File: src/rtl/clip_mem_sequencer.sv
// Clip record/playback sequencer: paces one memory access per sample tick
// over one of two clip blocks, tracking which clips hold a full recording.
module clip_mem_sequencer #(
  parameter int CLK_DIV  = 2500,
  parameter int CLIP_LEN = 80000,
  parameter int ADDR_W   = 18,
  parameter int DATA_W   = 12
) (
  input  logic              clock,
  input  logic              reset_n,
  input  logic              cmd_valid,
  output logic              cmd_ready,
  input  logic              cmd_op,
  input  logic              cmd_clip,
  input  logic              abort,
  input  logic [DATA_W-1:0] sample_in,
  output logic              mem_en,
  output logic              mem_we,
  output logic [ADDR_W-1:0] mem_addr,
  output logic [DATA_W-1:0] mem_wdata,
  input  logic [DATA_W-1:0] mem_rdata,
  output logic [DATA_W-1:0] sample_out,
  output logic              sample_out_valid,
  output logic              busy,
  output logic              done,
  output logic              cmd_err,
  output logic [1:0]        clip_valid
);

  localparam int TICK_W = (CLK_DIV > 1) ? $clog2(CLK_DIV) : 1;
  localparam int OFF_W  = $clog2(CLIP_LEN + 1);

  localparam logic [TICK_W-1:0] TICK_LAST = TICK_W'(CLK_DIV - 1);
  localparam logic [OFF_W-1:0]  OFF_LAST  = OFF_W'(CLIP_LEN - 1);
  localparam logic [ADDR_W-1:0] CLIP1_BASE = ADDR_W'(CLIP_LEN);

  typedef enum logic [1:0] {
    IDLE,
    RUN,
    FINISH
  } state_t;

  state_t state;
  state_t state_nx;

  logic              op_q;
  logic              clip_q;
  logic              err_q;
  logic              rd_pend;
  logic [TICK_W-1:0] tick;
  logic [OFF_W-1:0]  offset;
  logic [DATA_W-1:0] hold_q;
  logic [ADDR_W-1:0] base;

  logic accept;
  logic start;
  logic access;
  logic last;

  always_comb begin
    accept   = cmd_valid && (state == IDLE);
    start    = accept && (cmd_op || clip_valid[cmd_clip]);
    access   = (state == RUN) && (tick == TICK_LAST);
    last     = access && (offset == OFF_LAST);
    state_nx = state;
    unique case (state)
      IDLE:    if (start) state_nx = RUN;
      RUN: begin
        if (abort)     state_nx = IDLE;
        else if (last) state_nx = FINISH;
      end
      FINISH:  state_nx = IDLE;
      default: state_nx = IDLE;
    endcase
  end

  // Memory strobes are decoded straight from the tick so they drop
  // with the state on an asynchronous reset.
  always_comb begin
    base      = clip_q ? CLIP1_BASE : '0;
    cmd_ready = (state == IDLE);
    busy      = (state != IDLE);
    mem_en    = access;
    mem_we    = access && op_q;
    mem_addr  = access ? base + ADDR_W'(offset) : '0;
    mem_wdata = (access && op_q) ? sample_in : '0;
    done      = (state == FINISH) || err_q;
    cmd_err   = err_q;
  end

  // Read data arrives the cycle after the strobe; pass it through then
  // and keep a copy so the output holds between samples.
  always_comb begin
    sample_out_valid = rd_pend;
    sample_out       = rd_pend ? mem_rdata : hold_q;
  end

  always_ff @(posedge clock or negedge reset_n) begin
    if (!reset_n) begin
      state <= IDLE;
    end else begin
      state <= state_nx;
    end
  end

  always_ff @(posedge clock or negedge reset_n) begin
    if (!reset_n) begin
      op_q       <= 1'b0;
      clip_q     <= 1'b0;
      err_q      <= 1'b0;
      rd_pend    <= 1'b0;
      tick       <= '0;
      offset     <= '0;
      hold_q     <= '0;
      clip_valid <= 2'b00;
    end else begin
      err_q   <= accept && !start;
      rd_pend <= access && !op_q;
      if (rd_pend) hold_q <= mem_rdata;
      if (start) begin
        op_q   <= cmd_op;
        clip_q <= cmd_clip;
        tick   <= '0;
        offset <= '0;
        if (cmd_op) clip_valid[cmd_clip] <= 1'b0;
      end else if (state == RUN) begin
        tick <= (tick == TICK_LAST) ? '0 : tick + 1'b1;
        if (access) offset <= offset + 1'b1;
      end
      if ((state == FINISH) && op_q) clip_valid[clip_q] <= 1'b1;
    end
  end

endmodule

File: config.mk
export PLATFORM = sky130hd
export DESIGN_NAME = clip_mem_sequencer
export DESIGN_NICKNAME = d
export VERILOG_FILES = /design/src/rtl/clip_mem_sequencer.sv
export SDC_FILE = /design/constraint.sdc
export NUM_CORES = 1
export LEC_CHECK = 0
export ABC_AREA = 1
export ABC_CLOCK_PERIOD_IN_PS = 1850
export CAP_MARGIN = 25
export CORE_MARGIN = 5
export CORE_UTILIZATION = 40
export DETAILED_ROUTE_END_ITERATION = 8
export PLACE_DENSITY = 0.65
export SLEW_MARGIN = 5
export SYNTH_ARGS = -nofsm -noshare
export SYNTH_HDL_FRONTEND = slang
export SYNTH_SLANG_ARGS = --single-unit
File: constraint.sdc
create_clock -name clock -period 1.85 [get_ports clock]
set_input_delay 0.2775 -clock clock [delete_from_list [all_inputs] [get_ports clock]]
set_output_delay 0.2775 -clock clock [all_outputs]
set_load 0.005 [all_outputs]
# ---- Word-level counts from Yosys, hierarchy flattened
# Index checks and enable logic that the tools add are counted.
dict set report totals {
  wordCells 68
  out_inout_bits 51
  input_bits 30
  ff_bits 49
}
dict set report classes {
  n_mux 23
  n_bitwise 3
  eq_ne 6
  addsub 3
  magnitude_cmp 4
  reduce_logical 20
}
# op count
set ops {}
lappend ops {{$mux W17} 4}
lappend ops {{$mux W12} 5}
lappend ops {{$add A17 B17 Y18} 1}
lappend ops {{$mux W18} 1}
lappend ops {{$add A17 B1 Y17 const B} 1}
lappend ops {{$eq A17 B17 Y1 const B} 1}
lappend ops {{$add A12 B1 Y12 const B} 1}
lappend ops {{$eq A12 B12 Y1 const B} 1}
lappend ops {{$mux W2} 6}
lappend ops {{$logic_and A1 B1 Y1} 10}
lappend ops {{$reduce_bool A2 Y1} 3}
lappend ops {{$lt A1 B2 Y1 const B} 2}
lappend ops {{$mux W1} 4}
lappend ops {{$pmux W2 S2} 1}
lappend ops {{$reduce_and A2 Y1} 2}
lappend ops {{$ne A3 B3 Y1 const B} 1}
lappend ops {{$and A2 B2 Y2} 1}
lappend ops {{$demux W1 S1} 2}
lappend ops {{$eq A2 B1 Y1 const B} 1}
lappend ops {{$eq A2 B2 Y1 const B} 1}
lappend ops {{$ge A1 B1 Y1 const B} 2}
lappend ops {{$logic_not A1 Y1} 2}
lappend ops {{$logic_not A2 Y1} 1}
lappend ops {{$logic_or A1 B1 Y1} 2}
lappend ops {{other kinds (3)} 3}

# ---- Logic depth before layout (Yosys ltp)
dict set report logic_depth {
  ltp_word 10
  mapped_depth 10
  ltp_nobuf 9
}

# ---- Least setup slack after synthesis
# OpenSTA, ideal clock, no wires.
dict set report synth_timing {
  path_type {register to output}
  from {reg tick[0]}
  to {out mem_wdata[10]}
  arrival_ns 1.395
  setup_slack_ns 0.177
  stages_incl_launch_ff 9
  path_buffers 1
  t_required_ns 1.572
  path_cell_list {dfrtp_1 ha_1 nand2_1 nor2_4 nand3_4 nor2_8 nand2_2 buf_6 nor2_2}
}
dict set report synth_between {
  elab_chain_len 4
}
# item line
set synth_rtl {}
lappend synth_rtl {{start: declaration} 50} ;# logic [TICK_W-1:0] tick;
lappend synth_rtl {{start signal: assignment} 127} ;# tick <= (tick == TICK_LAST) ? '0 : tick + 1'b1;
lappend synth_rtl {{$eq A12 B12 Y1} 63} ;# access = (state == RUN) && (tick == TICK_LAST);
lappend synth_rtl {{$logic_and A1 B1 Y1} 63}
lappend synth_rtl {{named net mem_en} 17} ;# output logic mem_en,
lappend synth_rtl {{$logic_and A1 B1 Y1} 86} ;# mem_wdata = (access && op_q) ? sample_in : '0;
lappend synth_rtl {{$mux W12} 86}
lappend synth_rtl {{end: declaration} 20} ;# output logic [DATA_W-1:0] mem_wdata,
# The timed path passes the listed nets, and every way through them passes these cells.

# ---- Worst setup path in the final report
dict set report layout_timing {
  from {reg clip_q}
  to {out mem_addr[15]}
}
dict set report layout_between {
  elab_chain_len 3
}
# item line
set layout_rtl {}
lappend layout_rtl {{start: declaration} 47} ;# logic clip_q;
lappend layout_rtl {{start signal: assignment} 122} ;# clip_q <= cmd_clip;
lappend layout_rtl {{$mux W17} 80} ;# base = clip_q ? CLIP1_BASE : '0;
lappend layout_rtl {{$add A17 B17 Y18} 85} ;# mem_addr = access ? base + ADDR_W'(offset) : '0;
lappend layout_rtl {{$mux W18} 85}
lappend layout_rtl {{end: declaration} 19} ;# output logic [ADDR_W-1:0] mem_addr,
# No other way between the ends.

==> out/results.tsv <==
metric	value	unit
grt_most_used_layer	met2	
chipHeight	101.7	um
grt_use_met1	24.04	%
multi_input_comb_area	2076	um2
asr_flop_ratio_synth	100.0	%
floorplan.die_area	10350	um2
clk_latency	0.30	ns
worst-r2r-setup-slack	0.18	ns
cp_cell_sequence	ha_4 > inv_2 > nor3_2 > nand2_1 > buf_6 > nand4_1 > nand2_2 > nor2_1 > buf_2	
timing.final.hold_violations	0	
cpPeakStageDelay	0.51	ns
ctsRootBufferMaster	clkbuf_8	
final_design_area_no_fill	5348	um2
cts_made_buffers	5	
met2_usage	34.51	%
fill_cells	674	
timing_worst_setup_path_type	flip-flop to output port	
ff2ff_path_depth	10	
area.sequential	1227	um2
pin_count_of_the_biggest_net_entering_global_routing	23	
placed_area	4765	um2
min_path_type	input port to asynchronous set/reset pin	
totalWireLength	10250	um
synth.distinct_cells	32	
synth-edff-count	0	
dp_cells	732	
layout-area-overhead-vs-synth	58.83	%
clk_pin_slew	0.10	ns
grt.overflow.total	0	
fmaxAchievable	0.4577	GHz
track_usage	19.04	%
synth_most_common_cell	nand2_1	
holdWs	0.4647	ns
finish.net_count	699	
rr_endpoint	clip_valid[0]	
critPathRequiredTime	1.57	ns
setup_violations	32	
final-instance-count-excl-fill	767	
use_met3	2.617	%
drive_above_1_share	32.18	%
post-route-period-util	118.1	%
post-synth-top-area-cell	dfrtp_1	
final.setup.tns	-6.285	ns
diodes	0	
ys_ff_latch	49	
violations	setup timing	
worstPathMaxFanout	5	
finalCoreUtilization	65.08	%
netlist.area_leader.share	36.42	%
core_area	8217	um2
floorplan.rows	33	
main_area_contributors_after_synthesis	dfrtp_1, nand2_1, inv_1, nor2_1, nand3_1	
outcome	finished with violations	
maxCapViolations	0	
worst-slew-pin-transition	0.6089	ns
worstPathBufferInverterCount	3	
floorplan.die.width	101.7	um
synth_seq_area_share	36.42	%
cts_tree	built	
fin_skew	0.002894	ns
io_pins	81	
kind_of_cell_adding_the_most_delay_to_the_critical_path	flip-flops	
final_period_minus_worst_setup_slack	2.185	ns
slew_headroom	59.09	%
cts_buffer_depth	2	
gp_routability_congestion	0.8884	
detail_route.iter0.violations	184	
warnings_synthesis	0	
cts.htree.levels	2	
grt_first_pass_wirelength	15990	um
rsz0062_at_grt	true	
worstPathArrival	1.91	ns
dp_hpwl	7490	um
worst_voltage_drop_across_the_vdd_grid	0.5640	mV
r2r_path_start	state[0]	
drcViolationCount	0	
mappedNetlistNets	532	
synthFlopType	dfrtp_1	
cts_num_sinks	49	
syn-mean-instance-area	6.816	um2
grt_antenna_before_repair	0	
synth_top_cells_by_count	nand2_1, inv_1, nor2_1, dfrtp_1, nand3_1	
detail-route-antenna-nets	0	
syn-instance-count	494	
first_global_vias	3495	
wl_per_cell	13.36	um
viasPerCell	4.862	
static-leakage-power	2.702	nW
port-buffer-count	80	
starting_density_of_the_core	40.98	%
dr_total_vias	3729	
post_synth_instance_area	3367	um2
firstDrtPassIters	4	
final.setup.worst_slack	-0.3346	ns
cp_slowest_cell	dfrtp_2	
power_per_cell_area	562.8	nW/um2
worstSetupStartpointType	flip-flop	
crit_path_end_kind	output port	
report.final.slew_viol_count	0	
## cells by family after synthesis
group	Yosys count	share of synthesized area, %
buf+inv	93	11.41
simple gates	293	38.57
flops	49	36.42
compound gates	37	6.095
fa+ha+maj	8	2.973
mux	12	4.013
xor+xnor	2	0.5203
## cell usage in the layout, fill, tap and decap left out, types with 11 or more instances in the layout
cell,n
o21ai_0,18
dfrtp_1,48
nand2_1,136
buf_6,21
inv_1,76
nor2_2,11
nor2_1,46
nor2_4,20
clkdlybuf4s50_1,35
buf_2,26
buf_4,70
nand4_1,18
nand3_1,38
## worst reg2reg max path, stage by stage, from the launching register on
cell	delay (ns)
dfrtp_1	0.39
buf_4	0.14
nor2_2	0.14
nand2_1	0.10
inv_1	0.08
nand2_2	0.12
buf_12	0.17
inv_1	0.05
nand2_1	0.07
o21ai_0	0.18
o21ai_0	0.11
## power breakdown
group	leakage, nW	switching (W)	internal (W)	total (W)
clock	0.0543	0.000384	0.000405	0.000789
sequential	0.674	0.000101	0.00114	0.00124
combinational	1.97	0.000466	0.000513	0.000979
total	2.70	0.000951	0.00206	0.00301
## state kept, by name, summed over array words and instances (netlist names)
name,count
tick,12
clip_valid,2
sample_out_valid,1
op_q,1
offset,17
hold_q,12
state,2
cmd_err,1
clip_q,1
## area by class of cell
class,count,share of cell area (%)
Clock buffer,5,1.287
Clock inverter,3,0.8657
Inverter,81,5.966
Multi-Input combinational cell,353,38.82
Sequential cell,49,22.95
Tap cell,105,2.457
Timing Repair Buffer,171,27.66
## routing by layer
metal	share of wire, %	vias to the layer above
li1	-	1884
met1	42	1751
met2	53	80
met3	4.0	14
met4	1.5	0
met5	0	-
## timing repair
item | CTS | global route
pin swaps | 14 | 19
setup endpoints to repair | 44 | 40
gates resized for setup | 186 | 62
buffers inserted | 16 | 9
hold endpoints to repair | 18 | 0
hold buffers | 1 | 0
cloned | 1 | 0
## worst max path at each step
stage / startpoint / to / slack, ns / cells past startpoint
2_1_floorplan: tick[0] / mem_wdata[10] / 0.18 / 8
3_3_place_gp: clip_q / mem_addr[16] / -0.33 / 8
3_5_place_dp: clip_q / mem_addr[15] / -0.37 / 9
4_1_cts: tick[0] / mem_addr[1] / -0.34 / 10
5_1_grt: clip_q / mem_addr[17] / -0.40 / 8
6_report: clip_q / mem_addr[15] / -0.33 / 9
## stage by stage
stage          worst slack [ns]  power, W
6_report                -0.3346  0.003010
5_1_grt                 -0.4008  0.003176
4_1_cts                 -0.3441  0.002900
3_5_place_dp            -0.3736  0.001997
3_3_place_gp            -0.3310  0.001981
2_1_floorplan            0.1771  0.001564
Power figures use the tool's default switching activity.
